**src/rtl/image_receiver_pkg.sv**
```systemverilog
// Types and constants shared by both ends of the UART pixel link.
package image_link_pkg;

  typedef logic [11:0] pixel_t;

  localparam int CLKS_PER_BIT_50M_9600 = 50_000_000 / 9600;

  typedef enum logic [1:0] {
    IDLE  = 2'd0,
    START = 2'd1,
    DATA  = 2'd2,
    STOP  = 2'd3
  } rx_state_t;

  typedef enum logic {
    WAIT_HI = 1'b0,
    WAIT_LO = 1'b1
  } asm_state_t;

  // A high byte carries only four pixel bits; a non-zero upper nibble means we are misaligned.
  function automatic logic hi_byte_ok(input logic [3:0] upper);
    return (upper == 4'h0);
  endfunction

endpackage

```
**src/rtl/image_receiver_if.sv**
```systemverilog
// Frame-buffer write port driven by the receiver: address, pixel data and write strobe.
import image_link_pkg::*;

interface image_receiver_if #(
  parameter int ADDR_W = 17
);
  logic [ADDR_W-1:0] address;
  pixel_t            pixel;
  logic              wren;

  modport master (output address, output pixel, output wren);
  modport slave  (input  address, input  pixel, input  wren);
endinterface

```
**src/rtl/image_receiver_uart_rx.sv**
```systemverilog
// 8N1 UART receiver: 2-flop synchroniser, centre sampling, one-cycle rx_valid / framing_err pulses.
import image_link_pkg::*;

module uart_rx #(
  parameter int CLKS_PER_BIT = CLKS_PER_BIT_50M_9600
) (
  input  logic       clk,
  input  logic       rst,
  input  logic       rx,
  output logic [7:0] rx_byte,
  output logic       rx_valid,
  output logic       framing_err
);

  localparam int CNT_W = $clog2(CLKS_PER_BIT);
  localparam logic [CNT_W-1:0] HALF_M1 = CNT_W'(CLKS_PER_BIT / 2 - 1);
  localparam logic [CNT_W-1:0] FULL_M1 = CNT_W'(CLKS_PER_BIT - 1);
  localparam logic [CNT_W-1:0] CNT_ONE = CNT_W'(1);
  localparam logic [CNT_W-1:0] CNT_ZERO = CNT_W'(0);

  logic       sync1_r, sync2_r, prev_r;
  rx_state_t  state_r, state_s;
  logic [CNT_W-1:0] cnt_r, cnt_s;
  logic [2:0] bit_r, bit_s;
  logic [7:0] shift_r, shift_s;
  logic [7:0] byte_r, byte_s;
  logic       valid_r, valid_s;
  logic       ferr_r, ferr_s;

  // Synchroniser (resets to idle-high) plus one stage of history for start-edge detection.
  always_ff @(posedge clk or negedge rst) begin
    if (!rst) begin
      sync1_r <= 1'b1;
      sync2_r <= 1'b1;
      prev_r  <= 1'b1;
    end else begin
      sync1_r <= rx;
      sync2_r <= sync1_r;
      prev_r  <= sync2_r;
    end
  end

  // Bit-level state register and registered outputs.
  always_ff @(posedge clk or negedge rst) begin
    if (!rst) begin
      state_r <= IDLE;
      cnt_r   <= CNT_ZERO;
      bit_r   <= 3'd0;
      shift_r <= 8'h00;
      byte_r  <= 8'h00;
      valid_r <= 1'b0;
      ferr_r  <= 1'b0;
    end else begin
      state_r <= state_s;
      cnt_r   <= cnt_s;
      bit_r   <= bit_s;
      shift_r <= shift_s;
      byte_r  <= byte_s;
      valid_r <= valid_s;
      ferr_r  <= ferr_s;
    end
  end

  // Next-state: the stop bit is judged at its centre so the following start edge is never missed.
  always_comb begin
    state_s = state_r;
    cnt_s   = cnt_r;
    bit_s   = bit_r;
    shift_s = shift_r;
    byte_s  = byte_r;
    valid_s = 1'b0;
    ferr_s  = 1'b0;
    case (state_r)
      IDLE: begin
        cnt_s = CNT_ZERO;
        bit_s = 3'd0;
        if (prev_r && !sync2_r) begin
          state_s = START;
        end else begin
          state_s = IDLE;
        end
      end
      START: begin
        if (cnt_r == HALF_M1) begin
          cnt_s   = CNT_ZERO;
          state_s = sync2_r ? IDLE : DATA;
        end else begin
          cnt_s = cnt_r + CNT_ONE;
        end
      end
      DATA: begin
        if (cnt_r == FULL_M1) begin
          cnt_s   = CNT_ZERO;
          shift_s = {sync2_r, shift_r[7:1]};
          if (bit_r == 3'd7) begin
            state_s = STOP;
          end else begin
            bit_s = bit_r + 3'd1;
          end
        end else begin
          cnt_s = cnt_r + CNT_ONE;
        end
      end
      STOP: begin
        if (cnt_r == FULL_M1) begin
          cnt_s   = CNT_ZERO;
          state_s = IDLE;
          if (sync2_r) begin
            valid_s = 1'b1;
            byte_s  = shift_r;
          end else begin
            ferr_s = 1'b1;
          end
        end else begin
          cnt_s = cnt_r + CNT_ONE;
        end
      end
      default: begin
        state_s = IDLE;
      end
    endcase
  end

  assign rx_byte     = byte_r;
  assign rx_valid    = valid_r;
  assign framing_err = ferr_r;

endmodule

```
**src/rtl/image_receiver.sv**
```systemverilog
// Image frame receiver: UART bytes -> RGB444 pixels -> sequential frame-buffer writes.
// Optional mid-frame abort on line silence is built when FRAME_TIMEOUT_EN is defined.
import image_link_pkg::*;

module image_receiver #(
  parameter int CLKS_PER_BIT = CLKS_PER_BIT_50M_9600,
  parameter int NUM_PIXELS   = 76800,
`ifdef FRAME_TIMEOUT_EN
  parameter int ADDR_W       = 17,
  parameter int TIMEOUT_CLKS = 4 * 10 * CLKS_PER_BIT
`else
  parameter int ADDR_W       = 17
`endif
) (
  input  logic               clk,
  input  logic               rst,
  input  logic               uart_in,
  image_receiver_if.master   fb,
  output logic               image_ready,
  output logic               sync_err,
  output logic               framing_err
);

  localparam logic [ADDR_W-1:0] LAST_IDX = ADDR_W'(NUM_PIXELS - 1);
  localparam logic [ADDR_W-1:0] IDX_ZERO = {ADDR_W{1'b0}};
  localparam logic [ADDR_W-1:0] IDX_ONE  = ADDR_W'(1);

  logic rst_meta_r, rst_sync_r;

  logic [7:0] rx_byte_s;
  logic       rx_valid_s;
  logic       rx_ferr_s;

  asm_state_t        asm_r, asm_s;
  logic [3:0]        hi_r, hi_s;
  logic [ADDR_W-1:0] index_r, index_s;
  logic [ADDR_W-1:0] address_r, address_s;
  pixel_t            pixel_r, pixel_s;
  logic              wren_r, wren_s;
  logic              ready_r, ready_s;
  logic              sync_err_r, sync_err_s;

`ifdef FRAME_TIMEOUT_EN
  localparam int TO_W = $clog2(TIMEOUT_CLKS + 1);
  localparam logic [TO_W-1:0] TO_LAST = TO_W'(TIMEOUT_CLKS - 1);
  localparam logic [TO_W-1:0] TO_ZERO = {TO_W{1'b0}};
  localparam logic [TO_W-1:0] TO_ONE  = TO_W'(1);
  logic [TO_W-1:0] to_r, to_s;
`endif

  // Reset asserts immediately but releases on a clock edge.
  always_ff @(posedge clk or negedge rst) begin
    if (!rst) begin
      rst_meta_r <= 1'b0;
      rst_sync_r <= 1'b0;
    end else begin
      rst_meta_r <= 1'b1;
      rst_sync_r <= rst_meta_r;
    end
  end

  uart_rx #(
    .CLKS_PER_BIT (CLKS_PER_BIT)
  ) u_uart_rx (
    .clk         (clk),
    .rst         (rst_sync_r),
    .rx          (uart_in),
    .rx_byte     (rx_byte_s),
    .rx_valid    (rx_valid_s),
    .framing_err (rx_ferr_s)
  );

  // Assembler state, pixel index and registered frame-buffer outputs.
  always_ff @(posedge clk or negedge rst_sync_r) begin
    if (!rst_sync_r) begin
      asm_r      <= WAIT_HI;
      hi_r       <= 4'h0;
      index_r    <= IDX_ZERO;
      address_r  <= IDX_ZERO;
      pixel_r    <= 12'h000;
      wren_r     <= 1'b0;
      ready_r    <= 1'b0;
      sync_err_r <= 1'b0;
    end else begin
      asm_r      <= asm_s;
      hi_r       <= hi_s;
      index_r    <= index_s;
      address_r  <= address_s;
      pixel_r    <= pixel_s;
      wren_r     <= wren_s;
      ready_r    <= ready_s;
      sync_err_r <= sync_err_s;
    end
  end

`ifdef FRAME_TIMEOUT_EN
  // Idle-line counter for the mid-frame abort.
  always_ff @(posedge clk or negedge rst_sync_r) begin
    if (!rst_sync_r) begin
      to_r <= TO_ZERO;
    end else begin
      to_r <= to_s;
    end
  end
`endif

  // Byte pairing: high byte latches the nibble, low byte issues the write one clock later.
  always_comb begin
    asm_s      = asm_r;
    hi_s       = hi_r;
    index_s    = index_r;
    address_s  = address_r;
    pixel_s    = pixel_r;
    wren_s     = 1'b0;
    sync_err_s = 1'b0;
    if (wren_r && (address_r == LAST_IDX)) begin
      ready_s = 1'b1;
    end else begin
      ready_s = ready_r;
    end
    case (asm_r)
      WAIT_HI: begin
        if (rx_valid_s) begin
          if (hi_byte_ok(rx_byte_s[7:4])) begin
            hi_s    = rx_byte_s[3:0];
            asm_s   = WAIT_LO;
            ready_s = 1'b0;
          end else begin
            sync_err_s = 1'b1;
          end
        end else begin
          asm_s = WAIT_HI;
        end
      end
      WAIT_LO: begin
        if (rx_valid_s) begin
          wren_s    = 1'b1;
          address_s = index_r;
          pixel_s   = {hi_r, rx_byte_s};
          asm_s     = WAIT_HI;
          if (index_r == LAST_IDX) begin
            index_s = IDX_ZERO;
          end else begin
            index_s = index_r + IDX_ONE;
          end
        end else if (rx_ferr_s) begin
          asm_s = WAIT_HI;
        end else begin
          asm_s = WAIT_LO;
        end
      end
      default: begin
        asm_s = WAIT_HI;
      end
    endcase
`ifdef FRAME_TIMEOUT_EN
    // Silence only counts while a frame is partially received.
    to_s = TO_ZERO;
    if (rx_valid_s) begin
      to_s = TO_ZERO;
    end else if ((index_r != IDX_ZERO) || (asm_r == WAIT_LO)) begin
      if (to_r == TO_LAST) begin
        to_s       = TO_ZERO;
        index_s    = IDX_ZERO;
        asm_s      = WAIT_HI;
        sync_err_s = 1'b1;
      end else begin
        to_s = to_r + TO_ONE;
      end
    end else begin
      to_s = TO_ZERO;
    end
`endif
  end

  assign fb.address  = address_r;
  assign fb.pixel    = pixel_r;
  assign fb.wren     = wren_r;
  assign image_ready = ready_r;
  assign sync_err    = sync_err_r;
  assign framing_err = rx_ferr_s;

endmodule

```
**src/flat_wrapper.sv**
```systemverilog
// flat-port wrapper written by rule: the top's interface ports become plain ports
module image_receiver_flat 
#(
  parameter int CLKS_PER_BIT = CLKS_PER_BIT_50M_9600,
  parameter int NUM_PIXELS   = 76800,

  parameter int ADDR_W       = 17

)
  (clk, rst, uart_in, image_ready, sync_err, framing_err, fb_address, fb_pixel, fb_wren);
  image_receiver_if #(.ADDR_W(ADDR_W)) fb_i ();
  input  logic clk;
  input  logic rst;
  input  logic uart_in;
  output logic image_ready;
  output logic sync_err;
  output logic framing_err;
  output wire logic [$bits(fb_i.address)-1:0] fb_address;
  output wire logic [$bits(fb_i.pixel)-1:0] fb_pixel;
  output wire logic [$bits(fb_i.wren)-1:0] fb_wren;
  assign fb_address = fb_i.address;
  assign fb_pixel = fb_i.pixel;
  assign fb_wren = fb_i.wren;
  image_receiver #(.CLKS_PER_BIT(CLKS_PER_BIT), .NUM_PIXELS(NUM_PIXELS), .ADDR_W(ADDR_W)) u_core (.clk(clk), .rst(rst), .uart_in(uart_in), .fb(fb_i), .image_ready(image_ready), .sync_err(sync_err), .framing_err(framing_err));
endmodule
```
**config.mk**
```make
export PLATFORM = sky130hd
export DESIGN_NAME = image_receiver_flat
export DESIGN_NICKNAME = d
export VERILOG_FILES = /design/src/rtl/image_receiver_pkg.sv /design/src/rtl/image_receiver_if.sv /design/src/rtl/image_receiver_uart_rx.sv /design/src/rtl/image_receiver.sv /design/src/flat_wrapper.sv
export SDC_FILE = /design/constraint.sdc
export NUM_CORES = 1
export LEC_CHECK = 0
export ABC_AREA = 1
export BUFFER_PORTS_ARGS = -buffer_cell sky130_fd_sc_hd__buf_4
export CAP_MARGIN = 20
export CORE_AREA = 4 4 94 96
export CTS_BUF_LIST = sky130_fd_sc_hd__clkbuf_8 sky130_fd_sc_hd__clkbuf_16
export DETAILED_ROUTE_END_ITERATION = 7
export DIE_AREA = 0 0 98 100
export PLACE_DENSITY = 0.79
export SYNTH_ARGS = -nofsm -noshare
export SYNTH_HDL_FRONTEND = slang
export SYNTH_SLANG_ARGS = --single-unit
```
**constraint.sdc**
```tcl
create_clock -name clk -period 8.76 [get_ports clk]
set_input_delay 2.628 -clock clk [delete_from_list [all_inputs] [get_ports clk]]
set_output_delay 2.628 -clock clk [all_outputs]
set_load 0.005 [all_outputs]
```
==> results_dict.tcl <==
set metrics [dict create \
    yosys.area_share.simple_pct 25.8 \
    num-fill-cells 736 \
    grt_pass1_wl_um 14800 \
    yosysSeqAreaShare_pct 55.3 \
    vias 3450 \
    outcome "completed" \
    final_util_pct 60.2 \
    clock_skew_ps 12.6 \
    cts_setup_buffers 0 \
    dieArea_sq_um 9800 \
    slowest_delay_ps 420 \
    firstDrtPassIters 5 \
    max_freq_mhz 281 \
    setup_violations 0 \
    drive_above_1_share_pct 12.7 \
    synth_nets 517 \
    cts_inserted_buffers 9 \
    io_buffer_count 35 \
    rows 33 \
    min_path_type "reg -> async" \
    cp_top_family "flip-flops" \
    clkTransAtPathRegs_ps 100 \
    yosys.cell_types.count 34 \
    fin_crit_ps 3560 \
    ir_drop_mv 0.142 \
    crit_type "reg -> out" \
    wl_um 8630 \
    yosysWarnings 0 \
    setup_slack_ps 5200 \
    synth_flop_cell "dfrtp_1" \
    dieHeight_um 100 \
    slew_headroom_pct 41.4 \
    grt_use_met1_pct 24.0 \
    yosys.area.top_type "dfrtp_1" \
    synth_edf_count 0 \
    grt_usage_pct 18.6 \
    crit_path_top_delay_cell "dfrtp_1" \
    endpoint_kind "primary output" \
    place.detailed.hpwl_um 6130 \
    ctsResizeCount 0 \
    worstRegToRegCells 7 \
    period_share_pct 40.6 \
    async_flop_share_pct 100 \
    synth.cell_area_sq_um 4300 \
    grt_max_degree 73 \
    gp_congestion 0.947 \
    insertion_delay_ps 360 \
    synth_area_leaders "dfrtp_1 (54%), nand2_1 (12%), inv_1 (5.3%)" \
    core_area_sq_um 8050 \
    antenna_found_initial 0 \
    initial_utilization_pct 53.4 \
    ys_seq_elements 95 \
    multiInputGateArea_sq_um 1610 \
    drv_slew 0 \
    synth_top_family_by_area "simple AND/OR/NAND/NOR gates" \
    critPathBufInv 1 \
    finalHoldViolCount 0 \
    gr-usage-met2_pct 32.2 \
    synthAdderAreaFrac_pct 1.16 \
    final_area_sq_um 4850 \
    ant_nets 0 \
    synth_commonest_cells "nand2_1 (139), dfrtp_1 (92), inv_1 (61)" \
    synth_xor_area_share_pct 2.44 \
    p_leak_nw 2.34 \
    cp.arrival_ps 930 \
    cts.sinks 95 \
    met3_usage_pct 2.64 \
    hold_buffers 0 \
    area_delta_synth_final_pct 12.6 \
    io_pins 36 \
    nNetsFinal 552 \
    maxCapViolCount 0 \
    syn_area_per_cell_sq_um 8.44 \
    viasPerCell 5.27 \
    rsz0062_at_grt "no" \
    drc_errors 0 \
    top_usage_layer "met2" \
    drt-initial-drc-count 162 \
    cp_data_required_time_ps 6130 \
    wl_per_cell_um 13.2 \
    cp_num_cells 1 \
    power.density_nw_per_um2 173 \
    synth.mux.area_fraction_pct 0 \
    synth_compound_area_share_pct 7.97 \
    worst_pin_slew_ps 879 \
    grt_pass1_vias 3209 \
    postPlaceCellArea_sq_um 4650 \
    regArea_sq_um 2380 \
    tritoncts "built" \
    critPathLaunchType "flop" \
    synth.most_common_cell "nand2_1" \
    clock-root-buffer "clkbuf_8" \
    tns_ps 0 \
    cp_cell_sequence "buf_4" \
    n_antenna_cell 0 \
    cts_max_level 3 \
    clockBufferDepth 2 \
    path_max_fanout 3 \
    die_w_um 98 \
    grt-ovfl-total 0 \
    pre_cts_slack_ps 5600 \
    syn_inst 510 \
    synth_top_area_share_pct 53.5 \
]
[path summary, 6_finish.rpt]
path | start | to | slack, ps
hold / removal | u_core.rst_sync_r$_DFF_PN0_ | u_core.fb.address[14]$_DFFE_PN0P_ | 220
hold reg to reg | u_core.rst_sync_r$_DFF_PN0_ | u_core.fb.address[14]$_DFFE_PN0P_ | 220
setup reg to reg | u_core.u_uart_rx.rx_valid$_DFF_PN0_ | u_core.index_r[10]$_DFFE_PN0P_ | 6790
max in group asynchronous | rst | u_core.rst_sync_r$_DFF_PN0_ | 6640
setup / recovery | u_core.fb.address[14]$_DFFE_PN0P_ | fb_address[14] | 5200
min in group clk | u_core.u_uart_rx.sync1_r$_DFF_PN1_ | u_core.u_uart_rx.sync2_r$_DFF_PN1_ | 360
[per-layer routing]
layer / vias up / wire, um
met2: 66 / 4340
met3: 14 / 323
met1: 1674 / 3840
met5: - / 0
met4: 0 / 126
li1: 1696 / -
[sequential cells by signal (all words and copies together) (netlist names), 3 cells and up, named ones only]
register and flops:
u_core.fb.address 17, u_core.index_r 17, u_core.u_uart_rx.cnt_r 13, u_core.fb.pixel 12
u_core.u_uart_rx.rx_byte 8, u_core.u_uart_rx.shift_r 8, u_core.hi_r 4, u_core.u_uart_rx.bit_r 3
[placed cells by master, fill, tap and decap left out, types with 2 or more instances in the layout]
master and n:
xor2_1 11, nor2_1 47, nor3_2 2, nand2_1 139, o21ai_2 2, dfrtp_1 91, nor3_1 12, nand2_2 3
clkbuf_8 11, nand4_1 17, buf_4 37, and3_1 2, inv_2 3, a21oi_1 16, o21ai_0 42, ha_1 4
inv_1 61, dfstp_2 3, inv_6 2, nand3_1 28
[final cells by class]
type / instances / area share, %
tap: 105 / 2.71
clock inverter: 5 / 1.03
sequential: 95 / 49.2
clock buffer: 11 / 3.12
inverter: 64 / 4.96
timing repair buffer: 37 / 5.73
multi-input combinational: 338 / 33.2
[where the power goes]
part,switching [W],internal (W)
Sequential,0.0000188,0.000451
Combinational,0.0000587,0.0000237
Clock,0.000163,0.000124
Total,0.000240,0.000599
[stage by stage]
stage | total power (W) | hold WS, ps | instances
6_report | 0.000839 | 217 | 655
5_1_grt | 0.000883 | 254 | 655
4_1_cts | 0.000846 | 231 | 655
3_5_place_dp | 0.000561 | 222 | 639
3_3_place_gp | 0.000556 | 210 | 639
2_1_floorplan | 0.000548 | 331 | 510
[kinds of logic (layout without fill, tap and decap cells)]
logic type / after synthesis / count (layout)
simple gates: 256 / 256
buf+inv: 77 / 117
fa+ha+maj: 4 / 4
compound gates: 65 / 65
xor+xnor: 12 / 12
other cells: 1 / 1
flops: 95 / 95
Power figures use the tool's default switching activity.
